**src/rtl/pmu_ahb_req_master_if.sv**
```systemverilog
// Purpose: bundles the request/response handshake and the AHB-lite master bus of
//          pmu_ahb_req_master. Signal suffixes are from the master's point of view.
// Ports:   master modport = the sequencer (drives req_ready/rsp_*/h*_o);
//          slave modport  = requester + AHB slave side (drives req_*_i/h*_i).
// Backpressure: request side is valid/ready; bus side waits on hready_i.
interface pmu_ahb_req_master_if #(
  parameter int ADDR_WIDTH = 32,
  parameter int DATA_WIDTH = 32
);
  // request / response side
  logic                  req_valid_i;
  logic                  req_ready_o;
  logic                  req_write_i;
  logic [ADDR_WIDTH-1:0] req_addr_i;
  logic [DATA_WIDTH-1:0] req_wdata_i;
  logic                  rsp_valid_o;
  logic [DATA_WIDTH-1:0] rsp_rdata_o;
  logic                  rsp_err_o;
  logic                  rsp_tmo_o;
  // AHB-lite master side
  logic                  hsel_o;
  logic [ADDR_WIDTH-1:0] haddr_o;
  logic                  hwrite_o;
  logic [1:0]            htrans_o;
  logic [2:0]            hsize_o;
  logic [2:0]            hburst_o;
  logic [DATA_WIDTH-1:0] hwdata_o;
  logic                  hready_i;
  logic [1:0]            hresp_i;
  logic [DATA_WIDTH-1:0] hrdata_i;

  modport master (
    input  req_valid_i, req_write_i, req_addr_i, req_wdata_i,
           hready_i, hresp_i, hrdata_i,
    output req_ready_o, rsp_valid_o, rsp_rdata_o, rsp_err_o, rsp_tmo_o,
           hsel_o, haddr_o, hwrite_o, htrans_o, hsize_o, hburst_o, hwdata_o
  );

  modport slave (
    output req_valid_i, req_write_i, req_addr_i, req_wdata_i,
           hready_i, hresp_i, hrdata_i,
    input  req_ready_o, rsp_valid_o, rsp_rdata_o, rsp_err_o, rsp_tmo_o,
           hsel_o, haddr_o, hwrite_o, htrans_o, hsize_o, hburst_o, hwdata_o
  );
endinterface

```
**src/rtl/pmu_ahb_req_master.sv**
```systemverilog
// Purpose: single-outstanding AHB-lite master turning valid/ready register requests
//          into AHB SINGLE word transfers, returning read data and error status.
// Latency: accept -> rsp_valid_o is 3 cycles minimum plus slave wait states; 1 req / 4 cycles.
// Backpressure: req_ready_o only in IDLE; bus phases stall on hready_i=0.
// Ports:   clk_i, rst_i (sync, active-high) and bus (pmu_ahb_req_master_if.master).
// Option:  define PMU_AHBM_TIMEOUT_EN to abort transfers after TIMEOUT_CYCLES wait states
//          (rsp_err_o=1, rsp_tmo_o=1); otherwise the master waits forever, rsp_tmo_o=0.
module pmu_ahb_req_master #(
  parameter int ADDR_WIDTH     = 32,
  parameter int DATA_WIDTH     = 32,
  parameter int TIMEOUT_CYCLES = 64
) (
  input  logic                  clk_i,
  input  logic                  rst_i,
  pmu_ahb_req_master_if.master  bus
);

  if (TIMEOUT_CYCLES < 2) begin : g_bad_timeout_cfg
    $error("pmu_ahb_req_master: TIMEOUT_CYCLES must be >= 2");
  end

  localparam logic [1:0] HTRANS_IDLE   = 2'b00;
  localparam logic [1:0] HTRANS_NONSEQ = 2'b10;
  localparam logic [ADDR_WIDTH-1:0] ALIGN_MASK = {{(ADDR_WIDTH-2){1'b1}}, 2'b00};

  typedef enum logic [1:0] {
    ST_IDLE = 2'd0,
    ST_ADDR = 2'd1,
    ST_DATA = 2'd2,
    ST_RESP = 2'd3
  } state_e;

  state_e                state_q, state_d;
  logic [ADDR_WIDTH-1:0] haddr_q, haddr_d;
  logic                  hwrite_q, hwrite_d;
  logic [DATA_WIDTH-1:0] hwdata_q, hwdata_d;
  logic [DATA_WIDTH-1:0] rdata_q, rdata_d;
  logic                  err_q, err_d;

`ifdef PMU_AHBM_TIMEOUT_EN
  localparam int CNT_W = $clog2(TIMEOUT_CYCLES + 1);
  localparam logic [CNT_W-1:0] CNT_MAX  = CNT_W'(TIMEOUT_CYCLES);
  localparam logic [CNT_W-1:0] CNT_LAST = CNT_W'(TIMEOUT_CYCLES - 1);
  logic [CNT_W-1:0] cnt_q, cnt_d;
  logic             tmo_q, tmo_d;
  logic             waiting;
`endif

  always_comb begin
    state_d  = state_q;
    haddr_d  = haddr_q;
    hwrite_d = hwrite_q;
    hwdata_d = hwdata_q;
    rdata_d  = rdata_q;
    err_d    = err_q;
`ifdef PMU_AHBM_TIMEOUT_EN
    cnt_d    = cnt_q;
    tmo_d    = tmo_q;
`endif
    unique case (state_q)
      ST_IDLE: begin
        if (bus.req_valid_i) begin
          // Unaligned addresses are aligned down silently.
          haddr_d  = bus.req_addr_i & ALIGN_MASK;
          hwrite_d = bus.req_write_i;
          hwdata_d = bus.req_wdata_i;
          state_d  = ST_ADDR;
`ifdef PMU_AHBM_TIMEOUT_EN
          cnt_d    = '0;
`endif
        end
      end
      ST_ADDR: begin
        if (bus.hready_i) state_d = ST_DATA;
      end
      ST_DATA: begin
        // Any non-OKAY hresp ends the transfer on its first cycle; the second
        // cycle of the two-cycle error lands while we are already in RESP.
        if (bus.hresp_i != 2'b00) begin
          state_d = ST_RESP;
          err_d   = 1'b1;
          rdata_d = '0;
`ifdef PMU_AHBM_TIMEOUT_EN
          tmo_d   = 1'b0;
`endif
        end else if (bus.hready_i) begin
          state_d = ST_RESP;
          err_d   = 1'b0;
          rdata_d = hwrite_q ? '0 : bus.hrdata_i;
`ifdef PMU_AHBM_TIMEOUT_EN
          tmo_d   = 1'b0;
`endif
        end
      end
      ST_RESP: begin
        state_d = ST_IDLE;
      end
      default: state_d = ST_IDLE;
    endcase

`ifdef PMU_AHBM_TIMEOUT_EN
    // A wait cycle is any ADDR/DATA cycle with hready_i low that is not
    // already being closed by an error response.
    if (waiting) begin
      if (cnt_q != CNT_MAX) cnt_d = cnt_q + 1'b1;
      if (cnt_q >= CNT_LAST) begin
        state_d = ST_RESP;
        err_d   = 1'b1;
        tmo_d   = 1'b1;
        rdata_d = '0;
      end
    end
`endif
  end

`ifdef PMU_AHBM_TIMEOUT_EN
  assign waiting = !bus.hready_i &&
                   ((state_q == ST_ADDR) ||
                    ((state_q == ST_DATA) && (bus.hresp_i == 2'b00)));
`endif

  always_ff @(posedge clk_i) begin
    if (rst_i) begin
      state_q  <= ST_IDLE;
      haddr_q  <= '0;
      hwrite_q <= 1'b0;
      hwdata_q <= '0;
      rdata_q  <= '0;
      err_q    <= 1'b0;
`ifdef PMU_AHBM_TIMEOUT_EN
      cnt_q    <= '0;
      tmo_q    <= 1'b0;
`endif
    end else begin
      state_q  <= state_d;
      haddr_q  <= haddr_d;
      hwrite_q <= hwrite_d;
      hwdata_q <= hwdata_d;
      rdata_q  <= rdata_d;
      err_q    <= err_d;
`ifdef PMU_AHBM_TIMEOUT_EN
      cnt_q    <= cnt_d;
      tmo_q    <= tmo_d;
`endif
    end
  end

  // All outputs come straight from registered state; nothing is combinational
  // from the inputs, so the bus and response ports are glitch-free.
  assign bus.req_ready_o = (state_q == ST_IDLE);
  assign bus.rsp_valid_o = (state_q == ST_RESP);
  assign bus.rsp_rdata_o = rdata_q;
  assign bus.rsp_err_o   = err_q;
`ifdef PMU_AHBM_TIMEOUT_EN
  assign bus.rsp_tmo_o   = tmo_q;
`else
  assign bus.rsp_tmo_o   = 1'b0;
`endif
  assign bus.hsel_o      = (state_q == ST_ADDR);
  assign bus.htrans_o    = (state_q == ST_ADDR) ? HTRANS_NONSEQ : HTRANS_IDLE;
  assign bus.haddr_o     = haddr_q;
  assign bus.hwrite_o    = hwrite_q;
  assign bus.hsize_o     = 3'b010;
  assign bus.hburst_o    = 3'b000;
  assign bus.hwdata_o    = hwdata_q;

endmodule

```
**src/flat_wrapper.sv**
```systemverilog
// flat-port wrapper written by rule: the top's interface ports become plain ports
module pmu_ahb_req_master_flat 
#(
  parameter int ADDR_WIDTH     = 32,
  parameter int DATA_WIDTH     = 32,
  parameter int TIMEOUT_CYCLES = 64
)
  (clk_i, rst_i, bus_req_valid_i, bus_req_write_i, bus_req_addr_i, bus_req_wdata_i, bus_hready_i, bus_hresp_i, bus_hrdata_i, bus_req_ready_o, bus_rsp_valid_o, bus_rsp_rdata_o, bus_rsp_err_o, bus_rsp_tmo_o, bus_hsel_o, bus_haddr_o, bus_hwrite_o, bus_htrans_o, bus_hsize_o, bus_hburst_o, bus_hwdata_o);
  pmu_ahb_req_master_if #(.ADDR_WIDTH(ADDR_WIDTH), .DATA_WIDTH(DATA_WIDTH)) bus_i ();
  input  logic clk_i;
  input  logic rst_i;
  input wire logic [$bits(bus_i.req_valid_i)-1:0] bus_req_valid_i;
  input wire logic [$bits(bus_i.req_write_i)-1:0] bus_req_write_i;
  input wire logic [$bits(bus_i.req_addr_i)-1:0] bus_req_addr_i;
  input wire logic [$bits(bus_i.req_wdata_i)-1:0] bus_req_wdata_i;
  input wire logic [$bits(bus_i.hready_i)-1:0] bus_hready_i;
  input wire logic [$bits(bus_i.hresp_i)-1:0] bus_hresp_i;
  input wire logic [$bits(bus_i.hrdata_i)-1:0] bus_hrdata_i;
  output wire logic [$bits(bus_i.req_ready_o)-1:0] bus_req_ready_o;
  output wire logic [$bits(bus_i.rsp_valid_o)-1:0] bus_rsp_valid_o;
  output wire logic [$bits(bus_i.rsp_rdata_o)-1:0] bus_rsp_rdata_o;
  output wire logic [$bits(bus_i.rsp_err_o)-1:0] bus_rsp_err_o;
  output wire logic [$bits(bus_i.rsp_tmo_o)-1:0] bus_rsp_tmo_o;
  output wire logic [$bits(bus_i.hsel_o)-1:0] bus_hsel_o;
  output wire logic [$bits(bus_i.haddr_o)-1:0] bus_haddr_o;
  output wire logic [$bits(bus_i.hwrite_o)-1:0] bus_hwrite_o;
  output wire logic [$bits(bus_i.htrans_o)-1:0] bus_htrans_o;
  output wire logic [$bits(bus_i.hsize_o)-1:0] bus_hsize_o;
  output wire logic [$bits(bus_i.hburst_o)-1:0] bus_hburst_o;
  output wire logic [$bits(bus_i.hwdata_o)-1:0] bus_hwdata_o;
  assign bus_i.req_valid_i = bus_req_valid_i;
  assign bus_i.req_write_i = bus_req_write_i;
  assign bus_i.req_addr_i = bus_req_addr_i;
  assign bus_i.req_wdata_i = bus_req_wdata_i;
  assign bus_i.hready_i = bus_hready_i;
  assign bus_i.hresp_i = bus_hresp_i;
  assign bus_i.hrdata_i = bus_hrdata_i;
  assign bus_req_ready_o = bus_i.req_ready_o;
  assign bus_rsp_valid_o = bus_i.rsp_valid_o;
  assign bus_rsp_rdata_o = bus_i.rsp_rdata_o;
  assign bus_rsp_err_o = bus_i.rsp_err_o;
  assign bus_rsp_tmo_o = bus_i.rsp_tmo_o;
  assign bus_hsel_o = bus_i.hsel_o;
  assign bus_haddr_o = bus_i.haddr_o;
  assign bus_hwrite_o = bus_i.hwrite_o;
  assign bus_htrans_o = bus_i.htrans_o;
  assign bus_hsize_o = bus_i.hsize_o;
  assign bus_hburst_o = bus_i.hburst_o;
  assign bus_hwdata_o = bus_i.hwdata_o;
  pmu_ahb_req_master #(.ADDR_WIDTH(ADDR_WIDTH), .DATA_WIDTH(DATA_WIDTH), .TIMEOUT_CYCLES(TIMEOUT_CYCLES)) u_core (.clk_i(clk_i), .rst_i(rst_i), .bus(bus_i));
endmodule
```
**config.mk**
```make
export PLATFORM = sky130hd
export DESIGN_NAME = pmu_ahb_req_master_flat
export DESIGN_NICKNAME = d
export VERILOG_FILES = /design/src/rtl/pmu_ahb_req_master_if.sv /design/src/rtl/pmu_ahb_req_master.sv /design/src/flat_wrapper.sv
export SDC_FILE = /design/constraint.sdc
export NUM_CORES = 1
export LEC_CHECK = 0
export ABC_CLOCK_PERIOD_IN_PS = 3900
export BUFFER_PORTS_ARGS = -buffer_cell sky130_fd_sc_hd__buf_2
export CORE_ASPECT_RATIO = 1.2
export CORE_UTILIZATION = 41
export CTS_CLUSTER_DIAMETER = 120
export DETAILED_ROUTE_END_ITERATION = 7
export PLACE_DENSITY = 0.81
export SYNTH_ARGS = -nofsm -noshare
export SYNTH_HDL_FRONTEND = slang
export SYNTH_SLANG_ARGS = --single-unit
export TNS_END_PERCENT = 100
```
**constraint.sdc**
```tcl
create_clock -name clk_i -period 3.9 [get_ports clk_i]
set_input_delay 0.78 -clock clk_i [delete_from_list [all_inputs] [get_ports clk_i]]
set_output_delay 0.78 -clock clk_i [all_outputs]
set_load 0.01 [all_outputs]
```
# After elaboration in Yosys (flattened, before gate mapping)
# Index checks and enable logic that the tools add are counted.
[totals]
regBits = 98
in_bits = 103
output_inout_bits = 110
word_cells = 29
[op_classes]
eq_ne = 6
muxes = 11
n_reduce_logical = 6
[op_table]
columns = ["cell", "count"]
rows = [
  ["$mux 32", 3],
  ["$mux 2", 5],
  ["$pmux 2 s4", 1],
  ["$eq 2x2->1 const B", 2],
  ["$ne 2x2->1 const B", 2],
  ["$reduce_and 2->1", 2],
  ["$reduce_bool 2->1", 2],
  ["$ne 3x2->1 const B", 1],
  ["$reduce_and 3->1", 1],
  ["$eq 2x1->1 const B", 1],
  ["$logic_not 2->1", 1],
  ["$mux 1", 2],
]

# Longest topological paths before layout
# Gate-level depths: netlist (run 1).
[depth]
ltp_word = 3
depth_mapped = 7
depth_no_buf = 5

# Worst setup path before layout (run 1)
# No wires, ideal clock.
[synth_timing]
path_kind = "reg-to-output"
from = "register u_core.state_q[1]"
to = "output bus_htrans_o[1]"
arrival_ns = 0.794
required_time_ns = 3.120
path_slack_ns = 2.326
path_stages_with_launch = 4
path_buffers = 1
cell_sequence = "dfxtp_1 inv_1 ha_1 buf_4"
[synth_between]
elab_chain_len = 2
[synth_rtl]
columns = ["item", "line", "text"]
rows = [
  ["start: declaration", "pmu_ahb_req_master.sv:33", "state_e state_q, state_d;"],
  ["start signal: assignment", "pmu_ahb_req_master.sv:135", "state_q <= state_d;"],
  ["$eq 2x1->1", "n/a", ""],
  ["via bus_hsel_o", "flat_wrapper.sv:24", "output wire logic [$bits(bus_i.hsel_o)-1:0] bus_hsel_o;"],
  ["$mux 2", "pmu_ahb_req_master.sv:160", "assign bus.htrans_o = (state_q == ST_ADDR) ? HTRANS_NONSEQ : HTRANS_IDLE;"],
  ["end: declaration", "flat_wrapper.sv:27", "output wire logic [$bits(bus_i.htrans_o)-1:0] bus_htrans_o;"],
]
# The timed path passes the listed nets, and every way through them passes these cells.

# Worst setup path after layout (run 1)
[layout_timing]
from = "register u_core.state_q[0]"
to = "register u_core.rdata_q[17] (netlist: u_core.bus.rsp_rdata_o[17])"
[layout_between]
elab_chain_len = 2
[layout_rtl]
columns = ["item", "line", "text"]
rows = [
  ["$eq 2x2->1", "pmu_ahb_req_master.sv:60", "unique case (state_q)"],
  ["$reduce_and 2->1 (no source line)", "n/a", ""],
  ["end signal: assignment", "pmu_ahb_req_master.sv:139", "rdata_q <= rdata_d;"],
  ["end: declaration", "pmu_ahb_req_master.sv:37", "logic [DATA_WIDTH-1:0] rdata_q, rdata_d;"],
]
# No other way between the ends.
# A chain may end at the register's enable or synchronous reset.

==> results of run 1 <==
## where the power goes
group	internal [mW]	total (mW)	switching (mW)
Sequential	1.13	1.20	0.0652
Combinational	0.263	0.755	0.492
Clock	0.377	0.706	0.329
## cell usage after synthesis (5+ instances only)
library cell	number	area share, %
nand3_1	32	4.3
buf_2	9	1.2
buf_6	10	3.0
ha_1	5	1.7
dfxtp_1	98	53
nand2_1	162	16
a21oi_1	64	8.7
o21ai_1	30	4.1
clkbuf_1	14	1.4
buf_4	11	2.2
## placed cells by master, fill, tap and decap left out, drive strengths merged
cell type / n
nor4: 1
nor3: 1
o41ai: 1
nand2: 162
and2: 1
or4: 1
clkinvlp: 1
o21ai: 33
nor4b: 1
clkbuf: 11
bufinv: 2
buf: 202
dfxtp: 98
conb: 10
o211a: 1
nor2b: 2
clkinv: 3
a21oi: 64
inv: 2
nand3: 32
o311ai: 1
ha: 5
o31a: 1
## routing by layer
layer / share of wire [%] / wire (µm) / up-vias / GRT usage, %
li1: - / - / 1818 / -
met3: 8.0 / 718 / 17 / 5.280
met4: 2.4 / 219 / 0 / 9.217
met1: 40 / 3578 / 1612 / 17.84
met2: 50 / 4448 / 139 / 35.44
met5: 0 / 0 / - / 0
## final cells by class
type / instances / area (µm²)
fillers: 823 / 3839
flip-flops and latches: 98 / 1962
multi-input cells: 317 / 1464
repair buffers: 202 / 1016
well taps: 117 / 146.4
clock buffers: 11 / 141.4
clock inverters: 5 / 77.57
inverters: 3 / 11.26
## worst max-delay path, cell delays in order (launching register included)
cell and delay (ns):
dfxtp_1 0.34, inv_1 0.11, ha_1 0.24, o31a_2 0.91
nand3_1 0.19, o21ai_1 0.14
## worst max path at each step
stage | slack, ns | depth (start not counted) | endpoint
final | 1.86 | 5 | u_core.bus.rsp_rdata_o[17]
after detailed placement | 1.66 | 4 | u_core.bus.hwdata_o[1]
after global routing | 1.59 | 5 | u_core.bus.hwdata_o[16]
after floorplan | 2.33 | 3 | bus_htrans_o[1]
after global placement | 1.70 | 4 | u_core.bus.hwdata_o[13]
after CTS | 1.82 | 5 | u_core.bus.hwdata_o[1]
## per-stage QoR
step,util [%],hold WS (ns)
after floorplan,-,0.4726
after global placement,53.13,0.4322
after detailed placement,53.13,0.4387
after CTS,55.66,0.4510
after global routing,55.66,0.4688
final,55.66,0.4487
## state kept, by name (all words and copies together) (netlist names)
signal / flops
u_core.bus.rsp_rdata_o: 32
u_core.bus.rsp_err_o: 1
u_core.bus.hwrite_o: 1
u_core.bus.haddr_o: 30
u_core.bus.hwdata_o: 32
u_core.state_q: 2
## kinds of logic (layout without fill, tap and decap cells)
group / count (synthesis) / after routing
simple gates: 201 / 201
compound gates: 101 / 101
flops: 98 / 98
buf+inv: 47 / 221
fa+ha+maj: 5 / 5
other cells: 2 / 10
==> flow_metrics.env, run 1 <==
export IMPL_finalPower_mw=2.660
export IMPL_htreeDepth=3
export IMPL_syn_area_per_cell_um2=8.138
export IMPL_num_io_pins=213
export IMPL_drtAntennaViolNets=0
export IMPL_finalHoldViolations=0
export IMPL_crit_path_start="u_core.state_q[0]"
export IMPL_ff2ff_path_depth=5
export IMPL_place_inst=737
export IMPL_fin_nets=739
export IMPL_port_buffers=200
export IMPL_root_buffer="clkbuf_8"
export IMPL_yosysUniqueCellTypes=25
export IMPL_r2r_end="u_core.bus.rsp_rdata_o[17]"
export IMPL_hp_class="reg2reg"
export IMPL_required_ns=4.17
export IMPL_cap_violations=0
export IMPL_slew_headroom_pct=21.83
export IMPL_firstDrtPassIters=4
export IMPL_synth_seq_area_share_pct=53.10
export IMPL_ir_drop_v=0.0002814
export IMPL_syn_inst=454
export IMPL_grt_overflow=0
export IMPL_drc=0
export IMPL_synth_compound_area_share_pct=14.32
export IMPL_setup_slack_ns=1.856
export IMPL_grt_pass1_vias=3223
export IMPL_post_drt_wl_per_cell_um=11.90
export IMPL_cp_end_kind="register"
export IMPL_design_core_area_um2=8657
export IMPL_vias=3586
export IMPL_rows=37
export IMPL_clk_pin_slew_ns=0.08
export IMPL_synth_edff_count=0
export IMPL_stdcell_count=753
export IMPL_start_kind="register"
export IMPL_wl_mm=8.964
export IMPL_r2r_setup_slack_ns=1.86
export IMPL_place_area_um2=4599
export IMPL_slew_violations=0
export IMPL_antenna_found_initial=0
export IMPL_yosys_area_share_simple_pct=22.45
export IMPL_cts_tree="built"
export IMPL_crit_type="reg2reg"
export IMPL_final_setup_viol_count=0
export IMPL_cts_setup_buffers=0
export IMPL_crit_arrival_ns=2.32
export IMPL_worstMarginPinSlew_ns=1.168
export IMPL_total_leakage_power_nw=2.290
export IMPL_syn_cell_area_um2=3695
export IMPL_cts_inserted_buffers=9
export IMPL_synth_top_family_by_area="simple AND/OR/NAND/NOR gates"
export IMPL_fin_crit_sh_pct=52.40
export IMPL_cts_resized=0
export IMPL_r2r_start="u_core.state_q[0]"
export IMPL_synth_seq_cells=98
export IMPL_clk_latency_ns=0.35
export IMPL_path_max_fanout=64
export IMPL_area_delta_synth_final_pct=30.41
export IMPL_whs_endpoint="u_core.bus.rsp_rdata_o[30]"
export IMPL_layout_min_cycle_time_ns=2.044
export IMPL_synth_adder_area_share_pct=1.693
export IMPL_fin_tns_setup_ns=0
export IMPL_grt_pass1_wl_mm=13.79
export IMPL_start_util_pct=42.68
export IMPL_fin_skew_ns=0.008197
export IMPL_outcome="complete, no violations"
export IMPL_dp_hpwl_mm=6.326
export IMPL_min_path_cells=2
export IMPL_cts_hold_buffers=0
export IMPL_drive_above_1_share_pct=35.06
export IMPL_clock_sinks=98
export IMPL_fmax_mhz=489.3
export IMPL_ys_async_sr_fraction_pct=0
export IMPL_drt_iter0_drc=100
export IMPL_synth_warnings=0
export IMPL_vias_per_cell=4.762
export IMPL_dieArea_um2=9397
export IMPL_diodes=0
export IMPL_p_per_area_nw_per_um2=552.1
export IMPL_track_usage_pct=18.71
export IMPL_synthMuxAreaShare_pct=0
export IMPL_min_delay_start="u_core.bus.rsp_rdata_o[30]"
export IMPL_ys_flop_type="dfxtp_1"
export IMPL_clockBufferDepth=2
export IMPL_fin_area_um2=4818
export IMPL_routabilityCongestion=0.7315
export IMPL_rsz0062_at_grt="false"
export IMPL_die_y_um=106.0
export IMPL_place_ws_ns=1.657
export IMPL_grt_max_degree=66
export IMPL_die_w_um=88.66
export IMPL_synth_xor_area_share_pct=0
No activity file was read; power rests on OpenSTA's default activity.
==> run 2, diff against run 1 <==
- ABC_CLOCK_PERIOD_IN_PS: 3900 -> 2000
- clock period: 3.9 -> 2 ns (I/O delays scaled with it)
==> flow_metrics.env, run 2 (synthesis results as in run 1) <==
export IMPL_rows=37
export IMPL_clk_latency_ns=0.35
export IMPL_vias_per_cell=4.727
export IMPL_post_drt_wl_per_cell_um=11.60
export IMPL_pwr_share_seq_pct=44.7
export IMPL_layout_min_cycle_time_ns=1.674
export IMPL_cts_resized=0
export IMPL_htreeDepth=3
export IMPL_critPathBufInv=2
export IMPL_clockBufferDepth=2
export IMPL_drtAntennaViolNets=0
export IMPL_ir_drop_v=0.0005118
export IMPL_cts_tree="built"
export IMPL_area_delta_synth_final_pct=32.31
export IMPL_swShare_pct=33.45
export IMPL_cp_end_kind="primary output"
export IMPL_fmax_mhz=597.5
export IMPL_path_cells="inv_1 -> ha_1 -> buf_2"
export IMPL_p_per_area_nw_per_um2=1072
export IMPL_grt_pass1_wl_mm=13.39
export IMPL_antenna_found_initial=0
export IMPL_p_clk_share_pct=25.3
export IMPL_cts_hold_buffers=0
export IMPL_hp_class="in2reg"
export IMPL_grt_pass1_vias=3314
export IMPL_slew_headroom_pct=56.63
export IMPL_cap_violations=0
export IMPL_fin_nets=744
export IMPL_routabilityCongestion=0.7472
export IMPL_slowest_stage="dfxtp_1"
export IMPL_dp_hpwl_mm=6.329
export IMPL_worstMarginPinSlew_ns=0.6506
export IMPL_crit_type="reg2out"
export IMPL_required_ns=1.60
export IMPL_drive_above_1_share_pct=35.73
export IMPL_slew_violations=0
export IMPL_layout_common_cells="buf_2 (200), nand2_1 (161), dfxtp_1 (98), a21oi_1 (64), nand3_1 (32)"
export IMPL_clk_pin_slew_ns=0.09
export IMPL_p_sw_mw=1.754
export IMPL_grt_max_degree=65
export IMPL_die_w_um=88.66
export IMPL_cts_setup_buffers=0
export IMPL_rsz0062_at_grt="false"
export IMPL_drc=0
export IMPL_design_core_area_um2=8657
export IMPL_firstDrtPassIters=4
export IMPL_diodes=0
export IMPL_root_buffer="clkbuf_8"
export IMPL_place_inst=742
export IMPL_clock_sinks=98
export IMPL_cpPeakStageDelay_ns=0.40
export IMPL_final_setup_viol_count=0
export IMPL_total_leakage_power_nw=2.330
export IMPL_outcome="complete, no violations"
export IMPL_vias=3583
export IMPL_finalPower_mw=5.243
export IMPL_fin_crit_sh_pct=83.68
export IMPL_dieArea_um2=9397
export IMPL_final_common_cell="buf_2"
export IMPL_port_buffers=200
export IMPL_num_io_pins=213
export IMPL_path_max_fanout=4
export IMPL_fin_tns_setup_ns=0
export IMPL_fillerInstances=806
export IMPL_die_y_um=106.0
export IMPL_drt_iter0_drc=125
export IMPL_finalHoldViolations=0
export IMPL_power_frac_comb_pct=30.0
export IMPL_cts_inserted_buffers=9
export IMPL_start_util_pct=42.68
export IMPL_p_int_mw=3.489
export IMPL_stdcell_count=758
export IMPL_cp_top_family="flip-flops"
export IMPL_wl_mm=8.793
export IMPL_start_kind="register"
export IMPL_crit_arrival_ns=1.27
export IMPL_track_usage_pct=17.92
export IMPL_fin_skew_ns=0.008841
export IMPL_grt_overflow=0
-- run 2: cell count changes in the layout (fill, tap and decap cells not counted), sizes merged --
cell      change
clkinv        +1
bufinv        -1
buf           +5
clkbuf        +1
clkinvlp      -1
-- run 2: cell type report --
type                            instances  area, µm²  share of cell area [%]
Clock inverter                          4      48.80                  0.9982
Multi-Input combinational cell        317       1464                   29.95
Timing Repair Buffer                  207       1091                   22.32
Tap cell                              117      146.4                   2.995
Sequential cell                        98       1962                   40.13
Clock buffer                           12      165.2                   3.379
Inverter                                3      11.26                  0.2304
-- run 2: path summary, 6_finish.rpt --
kind	startpoint	end	slack, ns	depth (start not counted)
max	u_core.state_q[0]	bus_req_ready_o	0.33	3
min	bus_hrdata_i[0]	u_core.bus.rsp_rdata_o[0]	0.27	3
max reg2reg	u_core.state_q[0]	u_core.state_q[1]	0.38	5
min reg2reg	u_core.bus.rsp_rdata_o[28]	u_core.bus.rsp_rdata_o[28]	0.45	2
-- run 2: power groups by stage --
stage	clock (mW)	combinational (mW)	sequential (mW)
finish	1.33	1.57	2.34
global route	1.46	1.75	2.38
CTS	1.37	1.58	2.34
detailed placement	0	1.58	2.39
global placement	0	1.53	2.37
floorplan	0	0.955	2.50
-- run 2: per-stage QoR --
stage               area (µm²)  hold WS, ns  worst slack [ns]  utilization [%]
global placement          4674       0.4322            0.5027            54.00
detailed placement        4674       0.4373            0.3663            54.00
CTS                       4888       0.2426            0.3025            56.47
finish                    4888       0.2663            0.3264            56.47
floorplan                 3725       0.4726            0.4985                -
global route              4888       0.2464            0.2310            56.47
-- run 2: per-layer routing --
layer / vias up / GRT usage (%) / wire, µm
met2: 140 / 33.90 / 4421
met3: 12 / 6.289 / 711
met5: - / 0 / 0
met1: 1609 / 16.91 / 3528
met4: 0 / 7.488 / 132
li1: 1822 / - / -
-- run 2: worst min-delay path, delay by kind of cell --
family	cells	cell delay, ns
simple gates	1	0.05
compound gates	1	0.06
buf+inv	1	0.07
